$ cat src/rtl/hdmi_pixel_fetch_pkg.sv
`default_nettype none
// ============================================================================
// Module   : hdmi_fetch_pkg
// Brief    : Shared types and constants for the HDMI pixel fetch block.
// Revision : 1.0 - initial release
// ============================================================================
package hdmi_fetch_pkg;

    localparam int          c_RGB565_W  = 16;
    localparam int          c_RGB888_W  = 24;
    localparam logic [23:0] c_UNDER_RGB = 24'h000000;

    typedef enum logic [2:0] {
        IDLE    = 3'd0,
        PREFILL = 3'd1,
        ACTIVE  = 3'd2,
        DRAIN   = 3'd3,
        FLUSH   = 3'd4
    } state_t;

endpackage
`default_nettype wire

$ cat src/rtl/hdmi_pixel_fetch_if.sv
`default_nettype none
// ============================================================================
// Module   : hdmi_pixel_fetch_if
// Brief    : Read-side port bundle of the async frame FIFO (pixel clock).
// Revision : 1.0 - initial release
// ============================================================================
interface hdmi_pixel_fetch_if
    import hdmi_fetch_pkg::*;
#(
    parameter int LVL_W = 13
);
    logic                  fifo_rd_en;
    logic [c_RGB565_W-1:0] fifo_rd_data;
    logic                  fifo_rd_empty;
    logic [LVL_W-1:0]      fifo_rd_water_level;
    logic                  fifo_rst;

    modport master (
        output fifo_rd_en,
        output fifo_rst,
        input  fifo_rd_data,
        input  fifo_rd_empty,
        input  fifo_rd_water_level
    );

    modport slave (
        input  fifo_rd_en,
        input  fifo_rst,
        output fifo_rd_data,
        output fifo_rd_empty,
        output fifo_rd_water_level
    );
endinterface
`default_nettype wire

$ cat src/rtl/hdmi_pixel_fetch_rgb565_to_888.sv
`default_nettype none
// ============================================================================
// Module   : rgb565_to_888
// Brief    : Combinational RGB565 -> RGB888 expansion by MSB replication.
// Revision : 1.0 - initial release
// ============================================================================
module rgb565_to_888
    import hdmi_fetch_pkg::*;
(
    input  wire logic [c_RGB565_W-1:0] i_rgb565,
    output logic      [c_RGB888_W-1:0] o_rgb888
);
    assign o_rgb888 = {i_rgb565[15:11], i_rgb565[15:13],
                       i_rgb565[10:5],  i_rgb565[10:9],
                       i_rgb565[4:0],   i_rgb565[4:2]};
endmodule
`default_nettype wire

$ cat src/rtl/hdmi_pixel_fetch.sv
`default_nettype none
// ============================================================================
// Module   : hdmi_pixel_fetch
// Brief    : Pops RGB565 pixels from the frame FIFO in step with de/hs/vs,
//            expands to RGB888, and recovers from underflow/misalignment.
//            Optional macro HDMI_PIXEL_FETCH_UFLOW_CNT_EN adds an underflow
//            counter with synchronous clear.
// Revision : 1.0 - initial release
// ============================================================================
module hdmi_pixel_fetch
    import hdmi_fetch_pkg::*;
#(
    parameter int          H_ACT       = 1280,
    parameter int          V_ACT       = 720,
    parameter int          LVL_W       = 13,
    parameter int          PREFILL_LVL = 1024,
    parameter int          FLUSH_CYC   = 8,
    parameter int          VS_POL      = 1,
    parameter logic [23:0] UNDER_RGB   = c_UNDER_RGB
) (
    input  wire logic                  clk,
    input  wire logic                  rst_n,
    input  wire logic                  vs_in,
    input  wire logic                  hs_in,
    input  wire logic                  de_in,
    hdmi_pixel_fetch_if.master         fifo,
    output logic                       frame_req,
    output logic                       vs_out,
    output logic                       hs_out,
    output logic                       de_out,
    output logic [c_RGB888_W-1:0]      rgb_out,
    output logic                       underflow,
    output logic                       frame_err
`ifdef HDMI_PIXEL_FETCH_UFLOW_CNT_EN
    ,
    input  wire logic                  cnt_clr,
    output logic [15:0]                underflow_cnt
`endif
);
    localparam int          c_FRAME_PIX  = H_ACT * V_ACT;
    localparam int          c_CNT_W      = $clog2(c_FRAME_PIX + 1);
    localparam int          c_FC_W       = $clog2(FLUSH_CYC + 1);
    localparam logic        c_VS_ACT     = (VS_POL != 0);
    localparam logic [c_FC_W-1:0] c_FLUSH_LAST = c_FC_W'(FLUSH_CYC - 1);

    state_t                r_state;
    logic [c_CNT_W-1:0]    r_pix_cnt;
    logic [c_FC_W-1:0]     r_flush_cnt;
    logic                  r_fs_pend;
    logic                  r_frame_req;
    logic                  r_frame_err;
    logic                  r_fifo_rst;

    logic                  r_de_p1, r_hs_p1, r_vs_p1, r_pop_p1, r_uf_p1;
    logic                  r_de_p2, r_hs_p2, r_vs_p2, r_uf_p2;
    logic [c_RGB888_W-1:0] r_rgb;

    logic                  w_fs;
    logic                  w_pop;
    logic                  w_uf;
    logic                  w_lvl_ok;
    logic [c_CNT_W-1:0]    w_cnt_inc;
    logic                  w_last;
    logic [c_RGB888_W-1:0] w_rgb888;

    // The vs pipe doubles as the frame-start edge detector.
    assign w_fs      = (r_vs_p1 == c_VS_ACT) && (r_vs_p2 != c_VS_ACT);
    assign w_pop     = de_in && (r_state == ACTIVE) && !fifo.fifo_rd_empty;
    assign w_uf      = de_in && (r_state == ACTIVE) &&  fifo.fifo_rd_empty;
    assign w_lvl_ok  = (fifo.fifo_rd_water_level >= LVL_W'(PREFILL_LVL));
    assign w_cnt_inc = r_pix_cnt + c_CNT_W'(1);
    assign w_last    = (w_cnt_inc == c_CNT_W'(c_FRAME_PIX));

    assign fifo.fifo_rd_en = w_pop;
    assign fifo.fifo_rst   = r_fifo_rst;
    assign frame_req       = r_frame_req;
    assign frame_err       = r_frame_err;
    assign vs_out          = r_vs_p2;
    assign hs_out          = r_hs_p2;
    assign de_out          = r_de_p2;
    assign rgb_out         = r_rgb;
    assign underflow       = r_uf_p2;

    rgb565_to_888 u_expand (
        .i_rgb565 (fifo.fifo_rd_data),
        .o_rgb888 (w_rgb888)
    );

    always_ff @(posedge clk or negedge rst_n) begin
        if (!rst_n) begin
            r_de_p1  <= 1'b0;
            r_hs_p1  <= 1'b0;
            r_vs_p1  <= 1'b0;
            r_pop_p1 <= 1'b0;
            r_uf_p1  <= 1'b0;
            r_de_p2  <= 1'b0;
            r_hs_p2  <= 1'b0;
            r_vs_p2  <= 1'b0;
            r_uf_p2  <= 1'b0;
            r_rgb    <= '0;
        end else begin
            r_de_p1  <= de_in;
            r_hs_p1  <= hs_in;
            r_vs_p1  <= vs_in;
            r_pop_p1 <= w_pop;
            r_uf_p1  <= w_uf;
            r_de_p2  <= r_de_p1;
            r_hs_p2  <= r_hs_p1;
            r_vs_p2  <= r_vs_p1;
            r_uf_p2  <= r_uf_p1;
            if (r_pop_p1) begin
                r_rgb <= w_rgb888;
            end else if (r_de_p1) begin
                r_rgb <= UNDER_RGB;
            end else begin
                r_rgb <= '0;
            end
        end
    end

    always_ff @(posedge clk or negedge rst_n) begin
        if (!rst_n) begin
            r_state     <= IDLE;
            r_pix_cnt   <= '0;
            r_flush_cnt <= '0;
            r_fs_pend   <= 1'b0;
            r_frame_req <= 1'b0;
            r_frame_err <= 1'b0;
            r_fifo_rst  <= 1'b0;
        end else begin
            r_frame_req <= 1'b0;
            r_frame_err <= 1'b0;
            r_fs_pend   <= 1'b0;
            case (r_state)
                IDLE: begin
                    if (w_fs) begin
                        r_frame_req <= 1'b1;
                        r_pix_cnt   <= '0;
                        r_state     <= PREFILL;
                    end
                end
                PREFILL: begin
                    // Active video before prefill completes means the frame start was missed.
                    if (w_fs || de_in) begin
                        r_frame_err <= 1'b1;
                        r_fifo_rst  <= 1'b1;
                        r_flush_cnt <= '0;
                        r_state     <= FLUSH;
                    end else if (w_lvl_ok) begin
                        r_pix_cnt <= '0;
                        r_state   <= ACTIVE;
                    end
                end
                ACTIVE: begin
                    if (de_in) begin
                        r_pix_cnt <= w_cnt_inc;
                    end
                    if (de_in && w_last) begin
                        r_fs_pend <= w_fs;
                        r_state   <= DRAIN;
                    end else if (w_fs) begin
                        r_frame_err <= 1'b1;
                        r_fifo_rst  <= 1'b1;
                        r_flush_cnt <= '0;
                        r_state     <= FLUSH;
                    end
                end
                DRAIN: begin
                    if (w_fs || r_fs_pend) begin
                        if (fifo.fifo_rd_empty) begin
                            r_frame_req <= 1'b1;
                            r_pix_cnt   <= '0;
                            r_state     <= PREFILL;
                        end else begin
                            r_frame_err <= 1'b1;
                            r_fifo_rst  <= 1'b1;
                            r_flush_cnt <= '0;
                            r_state     <= FLUSH;
                        end
                    end
                end
                FLUSH: begin
                    if (r_flush_cnt == c_FLUSH_LAST) begin
                        r_fifo_rst  <= 1'b0;
                        r_frame_req <= 1'b1;
                        r_pix_cnt   <= '0;
                        r_state     <= PREFILL;
                    end else begin
                        r_flush_cnt <= r_flush_cnt + c_FC_W'(1);
                    end
                end
                default: r_state <= IDLE;
            endcase
        end
    end

`ifdef HDMI_PIXEL_FETCH_UFLOW_CNT_EN
    logic [15:0] r_uf_cnt;

    assign underflow_cnt = r_uf_cnt;

    always_ff @(posedge clk or negedge rst_n) begin
        if (!rst_n) begin
            r_uf_cnt <= '0;
        end else if (cnt_clr) begin
            r_uf_cnt <= '0;
        end else if (r_uf_p2 && (r_uf_cnt != 16'hFFFF)) begin
            r_uf_cnt <= r_uf_cnt + 16'd1;
        end
    end
`endif

endmodule
`default_nettype wire

$ cat src/flat_wrapper.sv
// flat-port wrapper written by rule: the top's interface ports become plain ports
module hdmi_pixel_fetch_flat import hdmi_fetch_pkg::*;
#(
    parameter int          H_ACT       = 1280,
    parameter int          V_ACT       = 720,
    parameter int          LVL_W       = 13,
    parameter int          PREFILL_LVL = 1024,
    parameter int          FLUSH_CYC   = 8,
    parameter int          VS_POL      = 1,
    parameter logic [23:0] UNDER_RGB   = c_UNDER_RGB
)
  (clk, rst_n, vs_in, hs_in, de_in, frame_req, vs_out, hs_out, de_out, rgb_out, underflow, frame_err, fifo_fifo_rd_en, fifo_fifo_rst, fifo_fifo_rd_data, fifo_fifo_rd_empty, fifo_fifo_rd_water_level);
  hdmi_pixel_fetch_if #(.LVL_W(LVL_W)) fifo_i ();
  input  wire logic clk;
  input  wire logic rst_n;
  input  wire logic vs_in;
  input  wire logic hs_in;
  input  wire logic de_in;
  output logic frame_req;
  output logic vs_out;
  output logic hs_out;
  output logic de_out;
  output logic [c_RGB888_W-1:0] rgb_out;
  output logic underflow;
  output logic frame_err;
  output wire logic [$bits(fifo_i.fifo_rd_en)-1:0] fifo_fifo_rd_en;
  output wire logic [$bits(fifo_i.fifo_rst)-1:0] fifo_fifo_rst;
  input wire logic [$bits(fifo_i.fifo_rd_data)-1:0] fifo_fifo_rd_data;
  input wire logic [$bits(fifo_i.fifo_rd_empty)-1:0] fifo_fifo_rd_empty;
  input wire logic [$bits(fifo_i.fifo_rd_water_level)-1:0] fifo_fifo_rd_water_level;
  assign fifo_fifo_rd_en = fifo_i.fifo_rd_en;
  assign fifo_fifo_rst = fifo_i.fifo_rst;
  assign fifo_i.fifo_rd_data = fifo_fifo_rd_data;
  assign fifo_i.fifo_rd_empty = fifo_fifo_rd_empty;
  assign fifo_i.fifo_rd_water_level = fifo_fifo_rd_water_level;
  hdmi_pixel_fetch #(.H_ACT(H_ACT), .V_ACT(V_ACT), .LVL_W(LVL_W), .PREFILL_LVL(PREFILL_LVL), .FLUSH_CYC(FLUSH_CYC), .VS_POL(VS_POL), .UNDER_RGB(UNDER_RGB)) u_core (.clk(clk), .rst_n(rst_n), .vs_in(vs_in), .hs_in(hs_in), .de_in(de_in), .fifo(fifo_i), .frame_req(frame_req), .vs_out(vs_out), .hs_out(hs_out), .de_out(de_out), .rgb_out(rgb_out), .underflow(underflow), .frame_err(frame_err));
endmodule
$ cat config.mk
export PLATFORM = sky130hd
export DESIGN_NAME = hdmi_pixel_fetch_flat
export DESIGN_NICKNAME = d
export VERILOG_FILES = /design/src/rtl/hdmi_pixel_fetch_pkg.sv /design/src/rtl/hdmi_pixel_fetch_if.sv /design/src/rtl/hdmi_pixel_fetch_rgb565_to_888.sv /design/src/rtl/hdmi_pixel_fetch.sv /design/src/flat_wrapper.sv
export SDC_FILE = /design/constraint.sdc
export NUM_CORES = 1
export LEC_CHECK = 0
export ABC_AREA = 1
export CAP_MARGIN = 0
export CORE_MARGIN = 3
export CORE_UTILIZATION = 30
export CTS_CLUSTER_SIZE = 14
export DETAILED_ROUTE_END_ITERATION = 12
export PLACE_DENSITY_LB_ADDON = 0.25
export SLEW_MARGIN = 40
export SYNTH_ARGS = -nofsm -noshare
export SYNTH_HDL_FRONTEND = slang
export SYNTH_SLANG_ARGS = --single-unit
$ cat constraint.sdc
create_clock -name clk -period 2.2 [get_ports clk]
set_clock_uncertainty 0.05 [all_clocks]
set_input_delay 0.55 -clock clk [delete_from_list [all_inputs] [get_ports clk]]
set_output_delay 0.55 -clock clk [all_outputs]
set_load 0.05 [all_outputs]
==> results of run 1 <==
-- routing by layer --
layer | part of all wire, % | track usage [%] | vias to the layer above | routed length (um)
met5 | 0 | 0 | - | 0
met4 | 0.81 | 3.61 | 0 | 54
met3 | 4.4 | 2.14 | 2 | 295
met2 | 50 | 21.9 | 45 | 3350
met1 | 45 | 15.9 | 1197 | 3010
li1 | - | - | 1326 | -
-- registers in the layout, summed over array words and instances, names as in the netlist --
name / count
u_core.de_out: 1
u_core.fifo.fifo_rst: 1
u_core.frame_err: 1
u_core.frame_req: 1
u_core.hs_out: 1
u_core.r_de_p1: 1
u_core.r_flush_cnt: 4
u_core.r_fs_pend: 1
u_core.r_hs_p1: 1
u_core.r_pix_cnt: 20
u_core.r_pop_p1: 1
u_core.r_state: 3
u_core.r_uf_p1: 1
u_core.r_vs_p1: 1
u_core.rgb_out: 16
u_core.underflow: 1
u_core.vs_out: 1
-- stage by stage --
step	cell area, um^2	util [%]	hold WS, ns	instances
finish	3880	41.0	0.0667	580
CTS	3830	40.4	0.0728	579
floorplan	2990	-	0.204	392
global route	3880	41.0	0.0715	580
global placement	3710	39.2	0.283	571
detailed placement	3710	39.2	0.287	571
-- cell usage after synthesis --
cell      count
nand2_2       7
o22ai_1       6
nand3_2       4
buf_4         8
o21ai_1       3
or2_2         2
nor2_2        6
clkbuf_1      7
nand4_1       8
ha_1          3
nand3_1      32
nand3b_1      1
a21oi_1       2
clkinv_1      1
nand2_1     111
a221o_1       1
xor2_2        1
xor2_1        3
inv_2         1
nor3_1        5
a21oi_2       1
o21ai_0      18
nor2_8        1
nor2_1       41
dfrtp_1      56
nor2_4        5
inv_1        58
-- logic make-up (layout without fill, tap and decap cells) --
| kind of cell | Yosys count | after routing | synth area share (%) |
|---|---|---|---|
| simple gates | 223 | 223 | 34.3 |
| fa+ha+maj | 3 | 3 | 1.26 |
| flops | 56 | 56 | 46.9 |
| compound gates | 31 | 31 | 5.74 |
| xor+xnor | 4 | 4 | 1.42 |
| buf+inv | 75 | 134 | 10.4 |
-- repair_timing --
action | CTS | global route
resized for setup | 1 | 9
endpoints found under the setup margin | 1 | 8
hold buffers | 0 | 0
pin swaps | 1 | 4
setup buffers | 0 | 1
-- layout by cell type, fill, tap and decap left out, types with 2 or more instances in the layout --
| master | netlist | layout |
|---|---|---|
| nand2_1 | 111 | 109 |
| inv_1 | 58 | 58 |
| dfrtp_1 | 56 | 56 |
| clkdlybuf4s50_1 | 0 | 53 |
| nor2_1 | 41 | 39 |
| nand3_1 | 32 | 32 |
| o21ai_0 | 18 | 18 |
| nand2_2 | 7 | 9 |
| buf_4 | 8 | 9 |
| nand4_1 | 8 | 8 |
| nor2_4 | 5 | 7 |
| nor2_2 | 6 | 6 |
| o22ai_1 | 6 | 6 |
| nor3_1 | 5 | 5 |
| clkbuf_8 | 0 | 5 |
| xor2_1 | 3 | 3 |
| o21ai_1 | 3 | 3 |
| nand3_2 | 4 | 2 |
| or2_2 | 2 | 2 |
| nand3_4 | 0 | 2 |
| a21oi_1 | 2 | 2 |
| ha_1 | 3 | 2 |
| clkinv_4 | 0 | 2 |
| buf_12 | 0 | 2 |
-- final timing paths --
kind | slack, ns | to | cells after the start
setup reg to reg | 0.20 | u_core.r_flush_cnt[3] | 14
setup / recovery | 0.12 | rgb_out[2] | 1
hold reg to reg | 0.31 | u_core.de_out | 0
hold / removal | 0.07 | u_core.r_pix_cnt[6] | 1
max in group asynchronous | 1.49 | u_core.rgb_out[4] | 2
min in group clk | 0.31 | u_core.de_out | 0
-- power breakdown --
group | leakage, uW | internal, uW | total [uW] | switching, uW
registers | 0.000759 | 1130 | 1190 | 65.4
logic | 0.00105 | 354 | 1010 | 658
clock network | 0.0000583 | 343 | 687 | 343
-- final cells by class --
cell class | count | area [um^2] | share of cell area (%)
inverters | 60 | 225 | 5.81
well taps | 129 | 161 | 4.16
flip-flops and latches | 56 | 1400 | 36.1
multi-input cells | 261 | 1320 | 34.1
repair buffers | 66 | 652 | 16.8
clock inverters | 3 | 47.5 | 1.23
clock buffers | 5 | 68.8 | 1.77
==> impl_metrics.csv, run 1 <==
group,metric,value,unit
detailed_routing,vias,2570,
pwr,power_leakage,0.00186,uW
clock_tree,cts_num_sinks,56,
floorplan,ios,67,
synth,synth_area_per_cell,7.62,um^2
detailed_routing,drt-vias-per-instance,4.43,
clock_tree,h-tree-depth,2,
timing,timing.final.crit_share,94.3,%
floorplan,chipWidth,106,um
grt,grt_pass1_vias,2508,
floorplan,fp.coreArea,9460,um^2
grt,grt.total_usage,12.5,%
detailed_routing,wl_per_cell,11.6,um
setup_path,buffers_inverters_on_critical_path,1,
synth,synthCells,392,
detailed_routing,routed_wirelength,6710,um
placement,place.port_buffers,56,
synth,synth.area.top_cells,"dfrtp_1, nand2_1, inv_1, nand3_1, nor2_1",
grt,grt_first_pass_wirelength,11600,um
placement,placer_congestion_estimate,0.825,
pwr,overall_power_consumption,2890,uW
timing,post-route-worst-setup-slack,0.125,ns
setup_path,criticalPathCategory,"flop to output port",
clock_tree,numCtsBuffers,5,
setup_path,timing.critical_path.arrival,1.48,ns
setup_path,cpPeakStageDelay,0.81,ns
setup_path,setup.worst_path.start,"u_core.rgb_out[7]",
grt,grt_antenna_before_repair,0,
grt,grt_overflow,0,
setup_path,cp_data_required_time,1.60,ns
timing,worst_pin_slew,0.523,ns
cells_and_area,numnets_final,488,
timing,timing.slew.headroom,65.0,%
synth,ys.warnings.count,0,
synth,cell_area_after_technology_mapping,2990,um^2
pwr,power_per_standard_cell_area,745,nW/um^2
timing,final.setup.tns,0,ns
timing,finalHoldViolations,0,
synth,synth_nets,430,
clock_tree,cts_tree,"done",
synth,netlist-cell-type-count,27,
clock_tree,insertion_delay,0.31,ns
grt,pin_count_of_the_biggest_net_entering_global_routing,46,
synth,yosysTopAreaCellShare,46.9,%
clock_tree,clock_transition_time_at_the_flip_flop_clock_pins_of_the_worst_setup_and_hold_paths,0.11,ns
job,maxCapViolations,0,
detailed_routing,drt_first_pass_iters,4,
setup_path,slowest_stage,"clkdlybuf4s50_1",
floorplan,floorplan.die.height,106,um
floorplan,floorplan.die_area,11200,um^2
outcome,status,"finished clean",
synth,synth_seq_cells,56,
cells_and_area,num_antenna_cells,0,
timing,timing.final.crit_period,2.08,ns
floorplan,row_count,35,
setup_path,worstSetupStartpointType,"flop",
setup_path,cp-end-kind,"output port",
timing,setup_viol,0,
detailed_routing,drcViolationCount,0,
cells_and_area,flow.area_growth_from_synthesis,29.8,%
detailed_routing,dr.first_iter.drc_count,114,
timing,achievable-frequency,0.482,GHz
detailed_routing,drt.antenna.violating_nets,0,
min_path,hold_path_class,"input port to async pin",
clock_tree,clock_path_buffers,2,
synth,synthDominantAreaCellType,"dfrtp_1",
clock_tree,cts_root_buf,"clkbuf_8",
timing,final-max-slew-violation-count,0,
pwr,power.ir.vdd_worst,658,uV
cells_and_area,final.fill_count,982,
synth,synth.yosys.seq_area_share,46.9,%
setup_path,critical_path.top_delay_family,"buffers and inverters",
placement,dp_slack,-0.0993,ns
placement,detailed_place_hpwl,5060,um
setup_path,crit_chain,"clkdlybuf4s50_1",
floorplan,initial_utilization,31.6,%
cells_and_area,fraction_of_layout_instances_using_a_drive_strength_above_1,11.8,%
setup_path,crit-reg2reg-launch,"u_core.r_pix_cnt[1]",
setup_path,path_max_fanout,2,
Power figures use the tool's default switching activity.
==> run 2, diff against run 1 <==
Settings changed: CTS_BUF_LIST set to sky130_fd_sc_hd__clkbuf_4, PLACE_DENSITY_LB_ADDON 0.25 to 0.1.
==> run 2 against run 1 <==
  * Combinational power is 9% higher
  * Cell area up 2.1%
  * Cell count is 0.34% higher
  * Flip-flop and latch count stayed put
  * Worst setup slack got worse by 0.060 ns
  * Total power decreased by 3.8%
==> impl_metrics.csv, run 2 (same netlist as run 1, synthesis figures left out) <==
group,metric,value,unit
cells_and_area,numnets_final,490,
cells_and_area,final.fill_count,1002,
clock_tree,numCtsBuffers,5,
grt,grt.total_usage,13.5,%
cells_and_area,largest-register,"u_core.r_pix_cnt",
detailed_routing,vias,2648,
detailed_routing,wl_per_cell,12.9,um
pwr,intPower,1670,uW
setup_path,cp_data_required_time,1.60,ns
placement,detailed_place_hpwl,5380,um
placement,post_dp_cell_area,3740,um^2
setup_path,path_max_fanout,1,
grt,grt_pass1_vias,2440,
clock_tree,cts_root_buf,"clkbuf_4",
setup_path,cp-end-kind,"output port",
detailed_routing,drt.antenna.violating_nets,0,
clock_tree,h-tree-depth,2,
pwr,power.ir.vdd_worst,432,uV
cells_and_area,final_common_cell,"nand2_1",
detailed_routing,drt-vias-per-instance,4.55,
setup_path,critical_path.top_delay_family,"buffers and inverters",
clock_tree,cts_tree,"done",
timing,timing.final.crit_period,2.14,ns
timing,setup_viol,0,
timing,worst_pin_slew,0.538,ns
pwr,power_per_standard_cell_area,702,nW/um^2
cells_and_area,largest_register_ff_count,20,
outcome,status,"finished clean",
floorplan,floorplan.die_area,11200,um^2
pwr,switching_share,39.9,%
grt,grt_antenna_before_repair,0,
grt,pin_count_of_the_biggest_net_entering_global_routing,57,
setup_path,slowest_stage,"clkdlybuf4s50_1",
setup_path,cpPeakStageDelay,0.80,ns
cells_and_area,fraction_of_layout_instances_using_a_drive_strength_above_1,14.3,%
setup_path,timing.critical_path.arrival,1.54,ns
timing,timing.slew.headroom,64.1,%
min_path,hold_path_class,"input port to async pin",
pwr,power_leakage,0.00236,uW
grt,grt_first_pass_wirelength,12100,um
cells_and_area,num_antenna_cells,0,
setup_path,criticalPathCategory,"flop to output port",
detailed_routing,dr.first_iter.drc_count,83,
timing,timing.final.crit_share,97.1,%
timing,rsz0062_at_grt,"yes",
pwr,seqPwrFrac,43.0,%
timing,final-max-slew-violation-count,0,
cells_and_area,total_area_of_multi_input_combinational_cells,1370,um^2
floorplan,initial_utilization,31.6,%
setup_path,flop_to_flop_setup_slack,0.17,ns
cells_and_area,final_area,3960,um^2
pwr,p_switching,1110,uW
setup_path,crit_chain,"clkdlybuf4s50_1",
timing,final.setup.tns,0,ns
pwr,comb_power_share,39.7,%
clock_tree,insertion_delay,0.39,ns
setup_path,buffers_inverters_on_critical_path,1,
cells_and_area,final_cell_mix,"nand2_1, inv_1, dfrtp_1",
pwr,clock_power_share,17.3,%
grt,grt_overflow,0,
cells_and_area,flow.area_growth_from_synthesis,32.5,%
timing,achievable-frequency,0.468,GHz
cells_and_area,final-seq-area,1400,um^2
detailed_routing,drcViolationCount,0,
floorplan,ios,67,
placement,place.port_buffers,56,
floorplan,fp.coreArea,9460,um^2
job,maxCapViolations,0,
clock_tree,clock_path_buffers,2,
clock_tree,cts_num_sinks,56,
placement,placer_congestion_estimate,0.770,
detailed_routing,drt_first_pass_iters,7,
floorplan,chipWidth,106,um
clock_tree,clock_transition_time_at_the_flip_flop_clock_pins_of_the_worst_setup_and_hold_paths,0.18,ns
detailed_routing,routed_wirelength,7530,um
timing,finalHoldViolations,0,
floorplan,row_count,35,
floorplan,floorplan.die.height,106,um
setup_path,worstSetupStartpointType,"flop",
==> run 2: layout make-up <==
cell class	count	share of cell area, %
Sequential cell	56	35.4
Multi-Input combinational cell	261	34.6
Timing Repair Buffer	68	18.7
Inverter	60	5.69
Tap cell	129	4.08
Clock buffer	6	1.14
Clock inverter	2	0.411
==> run 2: timing repair <==
item	4_1_cts	5_1_grt
setup endpoints to repair	4	37
hold buffers	0	0
resized for setup	5	48
pin swaps	0	10
buffers inserted	0	2
==> run 2: power by group through the flow <==
| stage | combinational [uW] | clock, uW | sequential [uW] |
|---|---|---|---|
| finish | 1100 | 480 | 1200 |
| global route | 1220 | 550 | 1210 |
| CTS | 1080 | 514 | 1190 |
| detailed placement | 1080 | 0 | 1210 |
| global placement | 1080 | 0 | 1210 |
| floorplan | 568 | 0 | 1310 |
==> run 2: worst paths after layout <==
| kind | cells after the start | end | from |
|---|---|---|---|
| hold reg to reg | 0 | u_core.de_out | u_core.r_de_p1 |
| setup reg to reg | 15 | u_core.r_flush_cnt[3] | u_core.r_pix_cnt[1] |
| hold / removal | 2 | u_core.r_pix_cnt[13] | rst_n |
| min in group clk | 0 | u_core.de_out | u_core.r_de_p1 |
| max in group asynchronous | 2 | u_core.r_pix_cnt[7] | rst_n |
| setup / recovery | 1 | frame_req | u_core.frame_req |
==> run 2: metrics by stage <==
stage               worst slack, ns  instances  total power (uW)  utilization [%]  hold WS (ns)
finish                       0.0647        582              2780             41.9        0.0751
global route                -0.0485        582              2980             41.9        0.0863
CTS                        0.000234        580              2790             40.1        0.0697
detailed placement           -0.111        572              2300             39.5         0.291
global placement            -0.0998        572              2290             39.5         0.284
floorplan                     0.162        392              1870                -         0.204
==> run 2: per-layer routing <==
metal  global-route usage, %  part of all wire (%)  vias up
met5                       0                     0        -
met4                    3.15                   1.1        0
li1                        -                     -     1333
met1                    18.0                    46     1260
met3                    2.27                   4.5        8
met2                    22.9                    49       47
==> run 2: worst reg2reg max path, stage by stage (launching register included) <==
cell,delay (ns)
dfrtp_1,0.42
ha_4,0.17
nand2_2,0.08
nor2_4,0.20
nand2_4,0.09
nand2_2,0.07
nand2_2,0.07
nor2_4,0.10
nand2_1,0.06
nor2_1,0.09
nand2_1,0.09
nor2_4,0.13
nand3_4,0.12
nand3_4,0.14
nand2_1,0.06
nand2_1,0.06
